<file path="config.mk">
export PLATFORM = sky130hd
export DESIGN_NAME = rgbd_vo_cfg_regfile_flat
export DESIGN_NICKNAME = d
export VERILOG_FILES = /design/src/rtl/rgbd_vo_cfg_regfile_pkg.sv /design/src/rtl/rgbd_vo_cfg_regfile_if.sv /design/src/rtl/rgbd_vo_cfg_check.sv /design/src/rtl/rgbd_vo_cfg_regfile.sv /design/src/flat_wrapper.sv
export SDC_FILE = /design/constraint.sdc
export NUM_CORES = 1
export LEC_CHECK = 0
export ABC_AREA = 0
export CAP_MARGIN = 30
export CORE_AREA = 2 2 194 177
export DETAILED_ROUTE_END_ITERATION = 6
export DIE_AREA = 0 0 196 179
export HOLD_SLACK_MARGIN = 0.15
export MAX_ROUTING_LAYER = met4
export PLACE_DENSITY = 0.75
export RECOVER_POWER = 100
export SLEW_MARGIN = 20
export SYNTH_ARGS = -nofsm -noshare
export SYNTH_HDL_FRONTEND = slang
export SYNTH_SLANG_ARGS = --single-unit
export TNS_END_PERCENT = 10
</file>
<file path="constraint.sdc">
create_clock -name i_clk -period 3.8 [get_ports i_clk]
set_clock_uncertainty 0.2 [all_clocks]
set_input_delay 0.57 -clock i_clk [delete_from_list [all_inputs] [get_ports i_clk]]
set_output_delay 0.57 -clock i_clk [all_outputs]
set_load 0.01 [all_outputs]
</file>
<file path="src/rtl/rgbd_vo_cfg_regfile_pkg.sv">
// Shared types and constants for the RGB-D VO configuration register file.
package rgbd_vo_cfg_regfile_pkg;

    localparam int unsigned BUS_DW   = 32;
    localparam int unsigned ADDR_BW  = 4;
    localparam int unsigned H_BW     = 10;
    localparam int unsigned V_BW     = 10;
    localparam int unsigned FX_BW    = 35;
    localparam int unsigned DEPTH_BW = 16;
    localparam int unsigned FX_HI_BW = FX_BW - BUS_DW;

    localparam int unsigned MAX_WID  = 640;
    localparam int unsigned MAX_HGT  = 480;
    localparam int unsigned DEF_DMAX = 20000;
    localparam int unsigned DEF_DMIN = 0;

    // Host word map; intrinsics occupy LO/HI pairs starting at an odd address.
    typedef enum logic [ADDR_BW-1:0] {
        RegDisable  = 4'd0,
        RegHSize    = 4'd1,
        RegVSize    = 4'd2,
        RegFxLo     = 4'd3,
        RegFxHi     = 4'd4,
        RegFyLo     = 4'd5,
        RegFyHi     = 4'd6,
        RegCxLo     = 4'd7,
        RegCxHi     = 4'd8,
        RegCyLo     = 4'd9,
        RegCyHi     = 4'd10,
        RegDepthMax = 4'd11,
        RegDepthMin = 4'd12,
        RegStatus   = 4'd13,
        RegCommit   = 4'd14
    } reg_addr_e;

    typedef enum logic [1:0] {
        StIdle,
        StCheck,
        StCommit
    } cfg_state_e;

    // intr[0..3] = FX, FY, CX, CY (two's complement fixed point)
    typedef struct packed {
        logic                     dis;
        logic [H_BW-1:0]          h_size;
        logic [V_BW-1:0]          v_size;
        logic [3:0][FX_BW-1:0]    intr;
        logic [DEPTH_BW-1:0]      depth_max;
        logic [DEPTH_BW-1:0]      depth_min;
    } cfg_t;

endpackage

</file>
<file path="src/rtl/rgbd_vo_cfg_regfile_if.sv">
// Host register bus: valid/ready request, 1-cycle read response.
interface rgbd_vo_cfg_regfile_if;
    import rgbd_vo_cfg_regfile_pkg::*;

    logic               reg_valid;
    logic               reg_ready;
    logic               reg_write;
    logic [ADDR_BW-1:0] reg_addr;
    logic [BUS_DW-1:0]  reg_wdata;
    logic               reg_rvalid;
    logic [BUS_DW-1:0]  reg_rdata;

    modport master (
        output reg_valid, reg_write, reg_addr, reg_wdata,
        input  reg_ready, reg_rvalid, reg_rdata
    );

    modport slave (
        input  reg_valid, reg_write, reg_addr, reg_wdata,
        output reg_ready, reg_rvalid, reg_rdata
    );
endinterface

</file>
<file path="src/rtl/rgbd_vo_cfg_check.sv">
// Combinational legality check of a candidate configuration set.
module rgbd_vo_cfg_check
    import rgbd_vo_cfg_regfile_pkg::*;
#(
    parameter int unsigned MAX_WID = rgbd_vo_cfg_regfile_pkg::MAX_WID,
    parameter int unsigned MAX_HGT = rgbd_vo_cfg_regfile_pkg::MAX_HGT
) (
    input  cfg_t cfg_i,
    output logic valid_o
);

    logic h_ok, v_ok, d_ok;
    logic unused_fields;

    // Fields that carry no range constraint.
    assign unused_fields = ^{cfg_i.dis, cfg_i.intr};

    // Frame size must be non-zero and within the sensor limits; depth window non-inverted.
    always_comb begin
        h_ok    = (cfg_i.h_size != '0) && (32'(cfg_i.h_size) <= MAX_WID);
        v_ok    = (cfg_i.v_size != '0) && (32'(cfg_i.v_size) <= MAX_HGT);
        d_ok    = (cfg_i.depth_min <= cfg_i.depth_max);
        valid_o = h_ok & v_ok & d_ok;
    end

endmodule

</file>
<file path="src/rtl/rgbd_vo_cfg_regfile.sv">
// Shadow/active configuration register file with validated atomic frame-start commit.
module rgbd_vo_cfg_regfile
    import rgbd_vo_cfg_regfile_pkg::*;
#(
    parameter int unsigned MAX_WID  = rgbd_vo_cfg_regfile_pkg::MAX_WID,
    parameter int unsigned MAX_HGT  = rgbd_vo_cfg_regfile_pkg::MAX_HGT,
    parameter int unsigned DEF_DMAX = rgbd_vo_cfg_regfile_pkg::DEF_DMAX,
    parameter int unsigned DEF_DMIN = rgbd_vo_cfg_regfile_pkg::DEF_DMIN
) (
    input  logic                    i_clk,
    input  logic                    i_rst_n,
    rgbd_vo_cfg_regfile_if.slave    bus,
    input  logic                    i_frame_start,
    output logic                    o_cfg_update,
    output logic                    o_disable,
    output logic [H_BW-1:0]         o_h_size,
    output logic [V_BW-1:0]         o_v_size,
    output logic [FX_BW-1:0]        o_fx,
    output logic [FX_BW-1:0]        o_fy,
    output logic [FX_BW-1:0]        o_cx,
    output logic [FX_BW-1:0]        o_cy,
    output logic [DEPTH_BW-1:0]     o_depth_max,
    output logic [DEPTH_BW-1:0]     o_depth_min,
    output logic                    o_cfg_err
);

    localparam cfg_t CfgRst = '{
        dis:       1'b1,
        h_size:    H_BW'(MAX_WID),
        v_size:    V_BW'(MAX_HGT),
        intr:      '0,
        depth_max: DEPTH_BW'(DEF_DMAX),
        depth_min: DEPTH_BW'(DEF_DMIN)
    };

    cfg_state_e        state_q, state_d;
    cfg_t              shadow_q, shadow_d;
    cfg_t              active_q, active_d;
    logic              pending_q, pending_d;
    logic              err_q, err_d;
    logic              rvalid_q;
    logic [BUS_DW-1:0] rdata_q;
    logic [BUS_DW-1:0] rd_mux;

    logic              wr_acc, rd_acc;
    logic              busy;
    logic              shadow_valid;
    logic [1:0]        intr_idx;

    rgbd_vo_cfg_check #(
        .MAX_WID (MAX_WID),
        .MAX_HGT (MAX_HGT)
    ) u_check (
        .cfg_i   (shadow_q),
        .valid_o (shadow_valid)
    );

    // Shadow is frozen while a commit is in flight by refusing host requests.
    assign busy          = (state_q != StIdle);
    assign bus.reg_ready = ~busy;
    assign wr_acc        = bus.reg_valid & ~busy & bus.reg_write;
    assign rd_acc        = bus.reg_valid & ~busy & ~bus.reg_write;
    // Addresses 3..10 map pairwise onto intr[0..3].
    assign intr_idx      = 2'((bus.reg_addr - ADDR_BW'(3)) >> 1);

    // Host write decode and commit FSM next-state.
    always_comb begin
        state_d   = state_q;
        shadow_d  = shadow_q;
        active_d  = active_q;
        pending_d = pending_q;
        err_d     = err_q;

        if (wr_acc) begin
            case (reg_addr_e'(bus.reg_addr))
                RegDisable: begin
                    shadow_d.dis = bus.reg_wdata[0];
                    pending_d    = 1'b1;
                end
                RegHSize: begin
                    shadow_d.h_size = bus.reg_wdata[H_BW-1:0];
                    pending_d       = 1'b1;
                end
                RegVSize: begin
                    shadow_d.v_size = bus.reg_wdata[V_BW-1:0];
                    pending_d       = 1'b1;
                end
                RegFxLo, RegFyLo, RegCxLo, RegCyLo: begin
                    shadow_d.intr[intr_idx][BUS_DW-1:0] = bus.reg_wdata;
                    pending_d                           = 1'b1;
                end
                RegFxHi, RegFyHi, RegCxHi, RegCyHi: begin
                    shadow_d.intr[intr_idx][FX_BW-1:BUS_DW] = bus.reg_wdata[FX_HI_BW-1:0];
                    pending_d                               = 1'b1;
                end
                RegDepthMax: begin
                    shadow_d.depth_max = bus.reg_wdata[DEPTH_BW-1:0];
                    pending_d          = 1'b1;
                end
                RegDepthMin: begin
                    shadow_d.depth_min = bus.reg_wdata[DEPTH_BW-1:0];
                    pending_d          = 1'b1;
                end
                RegStatus: begin
                    if (bus.reg_wdata[1]) begin
                        err_d = 1'b0;
                    end
                end
                RegCommit: pending_d = 1'b1;
                default: ;
            endcase
        end

        case (state_q)
            StIdle: begin
                if (pending_q && (i_frame_start || shadow_q.dis)) begin
                    state_d = StCheck;
                end
            end
            StCheck: begin
                pending_d = 1'b0;
                if (shadow_valid) begin
                    // Whole set lands in one edge, so no partial update is ever observable.
                    active_d = shadow_q;
                    err_d    = 1'b0;
                    state_d  = StCommit;
                end else begin
                    err_d   = 1'b1;
                    state_d = StIdle;
                end
            end
            StCommit: state_d = StIdle;
            default:  state_d = StIdle;
        endcase
    end

    // Read mux over the shadow set and status.
    always_comb begin
        rd_mux = '0;
        case (reg_addr_e'(bus.reg_addr))
            RegDisable:  rd_mux = BUS_DW'(shadow_q.dis);
            RegHSize:    rd_mux = BUS_DW'(shadow_q.h_size);
            RegVSize:    rd_mux = BUS_DW'(shadow_q.v_size);
            RegFxLo, RegFyLo, RegCxLo, RegCyLo:
                rd_mux = shadow_q.intr[intr_idx][BUS_DW-1:0];
            RegFxHi, RegFyHi, RegCxHi, RegCyHi:
                rd_mux = BUS_DW'(shadow_q.intr[intr_idx][FX_BW-1:BUS_DW]);
            RegDepthMax: rd_mux = BUS_DW'(shadow_q.depth_max);
            RegDepthMin: rd_mux = BUS_DW'(shadow_q.depth_min);
            RegStatus:   rd_mux = BUS_DW'({busy, err_q, pending_q});
            default:     rd_mux = '0;
        endcase
    end

    // State, shadow/active sets and registered read response.
    always_ff @(posedge i_clk or negedge i_rst_n) begin
        if (!i_rst_n) begin
            state_q   <= StIdle;
            shadow_q  <= CfgRst;
            active_q  <= CfgRst;
            pending_q <= 1'b0;
            err_q     <= 1'b0;
            rvalid_q  <= 1'b0;
            rdata_q   <= '0;
        end else begin
            state_q   <= state_d;
            shadow_q  <= shadow_d;
            active_q  <= active_d;
            pending_q <= pending_d;
            err_q     <= err_d;
            rvalid_q  <= rd_acc;
            if (rd_acc) begin
                rdata_q <= rd_mux;
            end
        end
    end

    assign bus.reg_rvalid = rvalid_q;
    assign bus.reg_rdata  = rdata_q;

    assign o_cfg_update = (state_q == StCommit);
    assign o_cfg_err    = err_q;
    assign o_disable    = active_q.dis;
    assign o_h_size     = active_q.h_size;
    assign o_v_size     = active_q.v_size;
    assign o_fx         = active_q.intr[0];
    assign o_fy         = active_q.intr[1];
    assign o_cx         = active_q.intr[2];
    assign o_cy         = active_q.intr[3];
    assign o_depth_max  = active_q.depth_max;
    assign o_depth_min  = active_q.depth_min;

endmodule
</file>
<file path="src/flat_wrapper.sv">
// flat-port wrapper written by rule: the top's interface ports become plain ports
module rgbd_vo_cfg_regfile_flat import rgbd_vo_cfg_regfile_pkg::*;
#(
    parameter int unsigned MAX_WID  = rgbd_vo_cfg_regfile_pkg::MAX_WID,
    parameter int unsigned MAX_HGT  = rgbd_vo_cfg_regfile_pkg::MAX_HGT,
    parameter int unsigned DEF_DMAX = rgbd_vo_cfg_regfile_pkg::DEF_DMAX,
    parameter int unsigned DEF_DMIN = rgbd_vo_cfg_regfile_pkg::DEF_DMIN
)
  (i_clk, i_rst_n, i_frame_start, o_cfg_update, o_disable, o_h_size, o_v_size, o_fx, o_fy, o_cx, o_cy, o_depth_max, o_depth_min, o_cfg_err, bus_reg_valid, bus_reg_write, bus_reg_addr, bus_reg_wdata, bus_reg_ready, bus_reg_rvalid, bus_reg_rdata);
  rgbd_vo_cfg_regfile_if bus_i ();
  input  logic i_clk;
  input  logic i_rst_n;
  input  logic i_frame_start;
  output logic o_cfg_update;
  output logic o_disable;
  output logic [H_BW-1:0] o_h_size;
  output logic [V_BW-1:0] o_v_size;
  output logic [FX_BW-1:0] o_fx;
  output logic [FX_BW-1:0] o_fy;
  output logic [FX_BW-1:0] o_cx;
  output logic [FX_BW-1:0] o_cy;
  output logic [DEPTH_BW-1:0] o_depth_max;
  output logic [DEPTH_BW-1:0] o_depth_min;
  output logic o_cfg_err;
  input wire logic [$bits(bus_i.reg_valid)-1:0] bus_reg_valid;
  input wire logic [$bits(bus_i.reg_write)-1:0] bus_reg_write;
  input wire logic [$bits(bus_i.reg_addr)-1:0] bus_reg_addr;
  input wire logic [$bits(bus_i.reg_wdata)-1:0] bus_reg_wdata;
  output wire logic [$bits(bus_i.reg_ready)-1:0] bus_reg_ready;
  output wire logic [$bits(bus_i.reg_rvalid)-1:0] bus_reg_rvalid;
  output wire logic [$bits(bus_i.reg_rdata)-1:0] bus_reg_rdata;
  assign bus_i.reg_valid = bus_reg_valid;
  assign bus_i.reg_write = bus_reg_write;
  assign bus_i.reg_addr = bus_reg_addr;
  assign bus_i.reg_wdata = bus_reg_wdata;
  assign bus_reg_ready = bus_i.reg_ready;
  assign bus_reg_rvalid = bus_i.reg_rvalid;
  assign bus_reg_rdata = bus_i.reg_rdata;
  rgbd_vo_cfg_regfile #(.MAX_WID(MAX_WID), .MAX_HGT(MAX_HGT), .DEF_DMAX(DEF_DMAX), .DEF_DMIN(DEF_DMIN)) u_core (.i_clk(i_clk), .i_rst_n(i_rst_n), .bus(bus_i), .i_frame_start(i_frame_start), .o_cfg_update(o_cfg_update), .o_disable(o_disable), .o_h_size(o_h_size), .o_v_size(o_v_size), .o_fx(o_fx), .o_fy(o_fy), .o_cx(o_cx), .o_cy(o_cy), .o_depth_max(o_depth_max), .o_depth_min(o_depth_min), .o_cfg_err(o_cfg_err));
endmodule
</file>
**Yosys cells after proc, flatten, opt, wreduce, memory -nomap -nowiden**

Cells that the tools add are included.
Widths: inputs -> output; s select.

- Memory bits (read-only): 0
- Bits in writable memories: 0
- Memories kept: 0
- Word-level logic and storage cells: 101
- Latch bits: 0
- Bits in registers: 423
- Output and inout bits: 229
- Bits of input ports: 41

- Bitwise operators: 7
- Reduce and logical (&&, ||, !) cells: 27
- Add/sub/neg operators: 1
- Magnitude comparators: 5
- Mux-type cells: 21
- Shift operators: 0
- Equal/unequal tests: 17
- Div/mod/pow operators: 0
- Multiply operators: 0

Operators with widths:

| kind | count |
|---|---|
| $bwmux 140 | 2 |
| $pmux 140 s2 | 1 |
| $pmux 32 s8 | 1 |
| $demux 35 s2 | 2 |
| $bmux 35 s2 | 1 |
| $mux 35 | 2 |
| $mux 32 | 1 |
| $eq 4x4->1 const B | 7 |
| $reduce_bool 10->1 | 2 |
| $eq 4x3->1 const B | 4 |
| $le 16x16->1 | 1 |
| $reduce_and 2->1 | 8 |
| $reduce_or 14->1 | 1 |
| $reduce_bool 2->1 | 6 |
| $le 10x10->1 const B | 1 |
| $le 10x9->1 const B | 1 |
| $eq 4x2->1 const B | 2 |
| $mux 1 | 8 |
| $reduce_or 4->1 | 2 |
| $and 1x1->1 | 5 |
| $eq 4x1->1 const B | 1 |
| $logic_and 1x1->1 | 4 |
| $logic_not 4->1 | 1 |
| $mux 2 | 2 |
| other kinds (11) | 12 |

**Logic depth before layout (Yosys ltp)**

Gate-level depths: netlist of the first run.

- Depth in word-level cells: 7
- Mapped depth: 10
- Depth with buffers taken out: 8

**Cells and area by module**

From an unflattened synthesis of the first run, not the netlist that was laid out.

- Cells, all modules: 1548
- Area total of the unflattened synthesis: 18037.3 µm²

By module, submodules not included:

| module | seq. area each (µm²) | cells each | instances | area each (µm²) |
|---|---|---|---|---|
| rgbd_vo_cfg_regfile | 10615.2 | 1479 | 1 | 17556.8 |
| rgbd_vo_cfg_check | 0.0 | 69 | 1 | 480.5 |

**Worst setup path before layout of the first run**

Ideal clock, no wire load.

- Kind: flip-flop to flip-flop
- Start point: reg u_core.shadow_q[25] in the netlist's numbering
- End point: reg u_core.active_q, in the netlist u_core.o_cx[0]
- Period minus slack after synthesis: 3.012 ns
- Slack: 0.788 ns
- Required time: 3.473 ns
- Stages on the path, launching flop included: 11
- Arrival: 2.684 ns
- Path buffers: 2
- Cell sequence: dfstp_2 > inv_1 > ha_1 > a21o_1 > nand3_1 > a21oi_1 > or4b_2 > a21oi_2 > buf_6 > buf_6 > mux2_1

- Longest elaborated chain between the ends: 3

Ends and longest elaborated chain:

| element | line | RTL |
|---|---|---|
| start: declaration | rgbd_vo_cfg_regfile.sv:37 | `cfg_t shadow_q, shadow_d;` |
| start signal: assignment | rgbd_vo_cfg_regfile.sv:159 | `shadow_q <= CfgRst;` |
| start signal: assignment | rgbd_vo_cfg_regfile.sv:167 | `shadow_q <= shadow_d;` |
| $le 16x16->1 | rgbd_vo_cfg_check.sv:22 | `d_ok = (cfg_i.depth_min <= cfg_i.depth_max);` |
| $and 1x1->1 | rgbd_vo_cfg_check.sv:23 | `valid_o = h_ok & v_ok & d_ok;` |
| $reduce_and 2->1 (no line) | -- |  |
| end signal: assignment | rgbd_vo_cfg_regfile.sv:160 | `active_q <= CfgRst;` |
| end signal: assignment | rgbd_vo_cfg_regfile.sv:168 | `active_q <= active_d;` |
| end: declaration | rgbd_vo_cfg_regfile.sv:38 | `cfg_t active_q, active_d;` |

Every way passes these cells.
A chain may end at the register's enable or synchronous reset.

**Worst setup path in the final report of the first run**

- Start point: reg u_core.shadow_q[17] in the netlist's numbering
- End point: reg u_core.active_q, in the netlist u_core.o_fx[29]

The elaborated chain is that of the path after synthesis.

==> qor.txt, run 1 <==
Outcome: complete, but fails checks
Failing checks: capacitance limit, slew limit
Max IR drop VDD: 367.8 uV
Asr flop ratio synth: 100.0%
Power Dens Cells: 696.9 mW/mm^2
Synth Instances: 1133
IO Pins: 270
Vias per inst: 5.791
Initial Utilization: 52.84%
Yosys reg bits: 423
Grt ovf: 0
Post-synth top area share: 56.73%
CTS tree: built
Wire length per cell: 23.49 um
Largest net degree at the start of global routing: 106
Post-Route WL: 44280 um
Vias: 10920
Post-Syn Nets: 1194
LEAKAGE: 0.01086 uW
DRC: 0
DRT iter0 DRCs: 690
ANT nets after route: 0
Predominant post-synthesis flop cell: dfrtp_1
Crit path kind: register to register
Cell area after synthesis: 0.01760 mm^2
TNS Setup: 0 ns
Max Cap Viol: 1
Final Setup Violations: 0
EDFF count, synth: 0
Synth-to-layout area growth: 26.52%
Startpoint Class: register
Placer Congestion: 0.8858
Critical Path AT: 3.74 ns
CP Capture Type: register
Die width: 196 um
Rows: 64
CTS Sinks: 423
Least-Margin Pin Slew: 2.591 ns
Worst path top cell family by delay: simple AND/OR/NAND/NOR gates
Die Y: 179 um
Non-Filler Instances: 1885
Hold Crit Class: register to register
RR Startpoint: u_core.shadow_q[17]
Final hold vios: 0
Longest Clk Path Bufs: 3
Layout cells sized above 1: 29.48%
Yosys warns: 0
Commonest non-fill, non-tap cell in the layout: dfrtp_1
Final nets: 1483
Core ar.: 0.03331 mm^2
Die area: 0.03508 mm^2
Crit path from: u_core.shadow_q[17]
Achievable clock frequency: 0.2834 GHz
Max-slew headroom: -72.72%
Total Routing Usage GR: 26.61%
RSZ-0062 raised after global routing: no
Sequential cell area fraction in the yosys report: 60.31%
WP data required: 4.01 ns
DR pass1 iterations: 5
PostCTS Resize Cnt: 0
Post-route minimum period: 3.529 ns
CTS root buffer: clkbuf_16
DP HPWL: 30420 um
CTS H-tree lvls: 2
Placed Instances: 1803
IO buf count: 269
Max Slew Vio Count: 101
First-pass GRT wire length: 68920 um
Initial antenna violation count: 2
Buf+Inv Stages, Crit Path: 3
Max incr delay on CP: 0.70 ns
Vias in the first global route: 11490
Crit-path max FO: 35
Slowest-stage cell, CP: or4b_2
Hold path startpoint: u_core.o_cx[14]
Most frequent cells in the layout: 399 x dfrtp_1, 262 x mux2_2, 232 x dlygate4sd3_1
Critical-path cell list: inv_1 -> ha_1 -> nor2b_1 -> o211ai_1 -> a2111oi_0 -> or4b_2 -> a21oi_4 -> buf_12 -> buf_6 -> mux2_1
Clock transition at path regs: 0.06 ns
Top cell type by total area after synthesis: dfrtp_1
Synth area leaders: dfrtp_1 57%, mux2_2 17%, mux2_1 7.7%, mux4_2 4.5%, dfstp_2 3.6%
Synth unique cells: 47
Final period utilization: 92.86%
Post-CTS Setup Bufs: 0
CTS buffer count: 45
Synth Area per Inst: 15.53 um^2
Skew-Pair Late Insertion Delay: 0.53 ns
final timing paths:
| check | endpoint | cells past startpoint | slack [ns] |
|---|---|---|---|
| setup / recovery | u_core.o_fx[29] | 10 | 0.27 |
| hold / removal | u_core.o_cx[14] | 1 | 0.28 |
| setup reg to reg | u_core.o_fx[29] | 10 | 0.27 |
| hold reg to reg | u_core.o_cx[14] | 1 | 0.28 |
| max in group asynchronous | u_core.o_depth_max[14] | 3 | 0.65 |
| min in group asynchronous | u_core.shadow_q[2] | 2 | 1.22 |
cells by family (layout without fill, tap and decap cells):
logic type                 count (synthesis)  in the layout  synth area share, %
AOI/OAI and AO/OA                         88             88                3.739
buffers and inverters                     86            408                2.744
muxes                                    419            419                29.05
adders and majority gates                 20             20                1.422
and+or+nand+nor                           94             94                2.588
other                                      0              1                    0
xor gates and xnor gates                   3              3               0.1493
DFF                                      423            423                60.31
area by class of cell:
| class | count | area [um^2] |
|---|---|---|
| diodes | 1 | 2.502 |
| inverters | 20 | 75.07 |
| multi-input cells | 624 | 6530 |
| clock inverters | 15 | 143.9 |
| fillers | 2398 | 11040 |
| well taps | 429 | 536.8 |
| clock buffers | 65 | 1313 |
| flip-flops and latches | 423 | 10620 |
| repair buffers | 308 | 3052 |
synth_stat cells (all sizes together) (2+ instances only):
master	number
a22o	24
a221oi	8
nor4	2
dfrtp	399
nor3	4
mux4	35
or4	2
inv	19
o21ai	11
buf	40
dfstp	24
a2111oi	2
nand3b	3
nand2	28
and2	3
clkbuf	26
nand4	6
xnor2	2
a21oi	17
ha	20
and3	4
nor2	25
nor2b	3
a222oi	9
a31oi	8
or3	4
mux2	384
nand3	6
a21o	2
worst reg2reg max path, stage by stage, from the launching register on:
cell,delay [ns]
dfrtp_1,0.38
inv_1,0.06
ha_1,0.28
nor2b_1,0.13
o211ai_1,0.28
a2111oi_0,0.16
or4b_2,0.70
a21oi_4,0.20
buf_12,0.24
buf_6,0.35
mux2_1,0.42
what timing repair did:
item,CTS,global route
hold buffers,1,0
setup endpoints to repair,0,0
endpoints found under the hold margin,84,0
power breakdown:
part           internal [uW]  leakage (uW)  switching (uW)
logic                   2460       0.00459            1920
registers               5880       0.00555             973
clock network           2530      0.000714            1740
state kept, by name, indices dropped and copies added, names as in the netlist:
register,cells
u_core.bus.reg_rvalid,1
u_core.o_cx,35
u_core.o_cy,35
u_core.o_h_size,10
u_core.o_fx,35
u_core.o_depth_min,16
u_core.o_cfg_err,1
u_core.o_depth_max,16
u_core.o_v_size,10
u_core.shadow_q,193
u_core.o_disable,1
u_core.state_q,2
u_core.o_fy,35
u_core.pending_q,1
u_core.bus.reg_rdata,32
routing by layer:
layer  share of wire [%]  track usage [%]
met1                  44            36.82
met2                  46            39.56
met3                 7.7            6.828
met4                 2.2            7.165
met5                   0                -
metrics by stage:
step / worst slack, ns / power [uW] / instance area (um^2) / util [%] / hold slack (ns)
floorplan: 0.7882 / 9146 / 17600 / - / 0.07441
global placement: 0.2067 / 11470 / 20920 / 62.80 / 0.2671
detailed placement: 0.1447 / 11630 / 20920 / 62.80 / 0.2737
CTS: 0.3420 / 15970 / 22390 / 67.20 / 0.2865
global route: 0.1311 / 16330 / 22270 / 66.84 / 0.2888
finish: 0.2712 / 15520 / 22270 / 66.85 / 0.2778
(Power assumes the default switching activity.)
==> run 2, diff against run 1 <==
- RECOVER_POWER: 100 -> 25
==> qor.txt, run 2 (same netlist as run 1, synthesis figures left out) <==
R2r setup slk: 0.31 ns
Commonest non-fill, non-tap cell in the layout: dfrtp_1
Synth-to-layout area growth: 27.11%
Longest Clk Path Bufs: 3
Slowest-stage cell, CP: or4b_2
Buf+Inv Stages, Crit Path: 2
Power Dens Cells: 707.9 mW/mm^2
Outcome: complete, but fails checks
P_int: 11160 uW
Wire length per cell: 23.57 um
Critical Path AT: 3.70 ns
Least-Margin Pin Slew: 2.609 ns
Largest net degree at the start of global routing: 106
Final Setup Violations: 0
Max-slew headroom: -73.93%
Achievable clock frequency: 0.2864 GHz
CTS tree: built
Startpoint Class: register
Reg2Reg Capture Point: u_core.o_fx[34]
IO buf count: 269
Vias in the first global route: 11490
Worst path top cell family by delay: simple AND/OR/NAND/NOR gates
Grt ovf: 0
Post-route minimum period: 3.492 ns
Max Slew Vio Count: 101
IO Pins: 270
LEAKAGE: 0.01031 uW
Layout cells sized above 1: 30.24%
Max incr delay on CP: 0.70 ns
Failing checks: capacitance limit, slew limit
Rows: 64
Final hold vios: 0
CTS buffer count: 45
Die area: 0.03508 mm^2
DP HPWL: 30420 um
ANT nets after route: 0
Share of power burned in registers: 43.5%
Die width: 196 um
Max Cap Viol: 1
TNS Setup: 0 ns
Switching Power: 4678 uW
DRT iter0 DRCs: 654
RSZ-0062 raised after global routing: no
RR Startpoint: u_core.shadow_q[1]
Post-Route WL: 44400 um
WP data required: 4.01 ns
Critical-path cell list: ha_1 -> nor2b_1 -> o211ai_1 -> a2111oi_0 -> or4b_2 -> a21oi_4 -> buf_12 -> buf_4 -> mux2_2
CP Depth: 9
Hold Crit Class: register to register
R2r worst-path depth: 9
DRC: 0
Initial antenna violation count: 1
Setup crit end: u_core.o_fx[34]
CTS H-tree lvls: 2
Crit-path max FO: 30
Crit path kind: register to register
Vias per inst: 5.788
Fillers: 2371
Most frequent cells in the layout: 399 x dfrtp_1, 268 x clkdlybuf4s50_1, 264 x mux2_2
Total Routing Usage GR: 26.61%
Core ar.: 0.03331 mm^2
Ant diodes: 0
Final period utilization: 91.88%
Placer Congestion: 0.8858
Sw frac: 29.53%
CP Capture Type: register
First-pass GRT wire length: 68920 um
Max FFs per register: 193
Max IR drop VDD: 386.2 uV
Crit path from: u_core.shadow_q[1]
Comb power frac: 29.5%
DR pass1 iterations: 7
CTS root buffer: clkbuf_16
Die Y: 179 um
Initial Utilization: 52.84%
Clock transition at path regs: 0.06 ns
Vias: 10900
Clock power frac: 27.0%
CTS Sinks: 423
Skew-Pair Late Insertion Delay: 0.54 ns
Final nets: 1483
Most flop-heavy register: u_core.shadow_q
Core Util, Final: 67.16%
[run 2: changes by cell type in the layout (fill, tap and decap cells not counted), sizes merged]
cell / previous run / this run
clkdlybuf4s50: 37 / 268
dlygate4sd3: 232 / 1
buf: 23 / 37
clkbuf: 81 / 67
diode: 1 / 0
[run 2: timing repair]
item,in CTS,in global routing
hold buffers,1,0
endpoints found under the hold margin,84,0
setup buffers,0,0
gates resized for setup,0,0
[run 2: power by group through the flow]
stage                     registers [uW]  logic [uW]  clock network (uW)
after floorplan                     6920        2230                   0
after global routing                7060        5030                4550
final                               6890        4680                4270
after detailed placement            6940        4690                   0
after CTS                           6880        4730                4360
after global placement              6890        4580                   0
[run 2: worst min-delay path by stage]
stage	startpoint	endpoint	slack [ns]	cells past startpoint
finish	u_core.o_cx[14]	u_core.o_cx[14]	0.28	1
CTS	u_core.o_fx[9]	u_core.o_fx[9]	0.29	1
global placement	u_core.o_cx[1]	u_core.o_cx[1]	0.27	1
global route	u_core.o_cy[6]	u_core.o_cy[6]	0.29	1
floorplan	i_rst_n	u_core.bus.reg_rdata[0]	0.07	0
detailed placement	u_core.o_fx[9]	u_core.o_fx[9]	0.27	1
[run 2: layout make-up]
| cell class | instances | area, um^2 | area share (%) |
|---|---|---|---|
| clock buffer | 65 | 1313 | 5.867 |
| multi-input combinational | 624 | 6548 | 29.27 |
| clock inverter | 15 | 143.9 | 0.6432 |
| tap | 429 | 536.8 | 2.399 |
| inverter | 20 | 75.07 | 0.3356 |
| timing repair buffer | 308 | 3141 | 14.04 |
| sequential | 423 | 10620 | 47.45 |
[run 2: per-stage QoR]
stage | hold slack, ns | instance area [um^2] | power [uW] | cells | setup WS [ns]
after floorplan | 0.07441 | 17600 | 9146 | 1133 | 0.7882
after global placement | 0.2671 | 20920 | 11470 | 1803 | 0.2067
after detailed placement | 0.2737 | 20920 | 11630 | 1803 | 0.1447
after CTS | 0.2865 | 22390 | 15970 | 1884 | 0.3420
after global routing | 0.2936 | 22370 | 16640 | 1884 | 0.1414
final | 0.2833 | 22370 | 15840 | 1884 | 0.3084
[run 2: routing by layer]
metal / track usage (%) / vias up / part of all wire, %
li1: - / 4726 / -
met1: 36.82 / 5748 / 45
met2: 39.56 / 359 / 46
met3: 6.828 / 71 / 7.2
met4: 7.165 / 0 / 2.4
met5: - / - / 0
==> run 3, diff against run 2 <==
- GPL_ROUTABILITY_DRIVEN: default -> 0
==> results of run 3 <==
Final layout, timing and power as in run 2 (identical DEF).
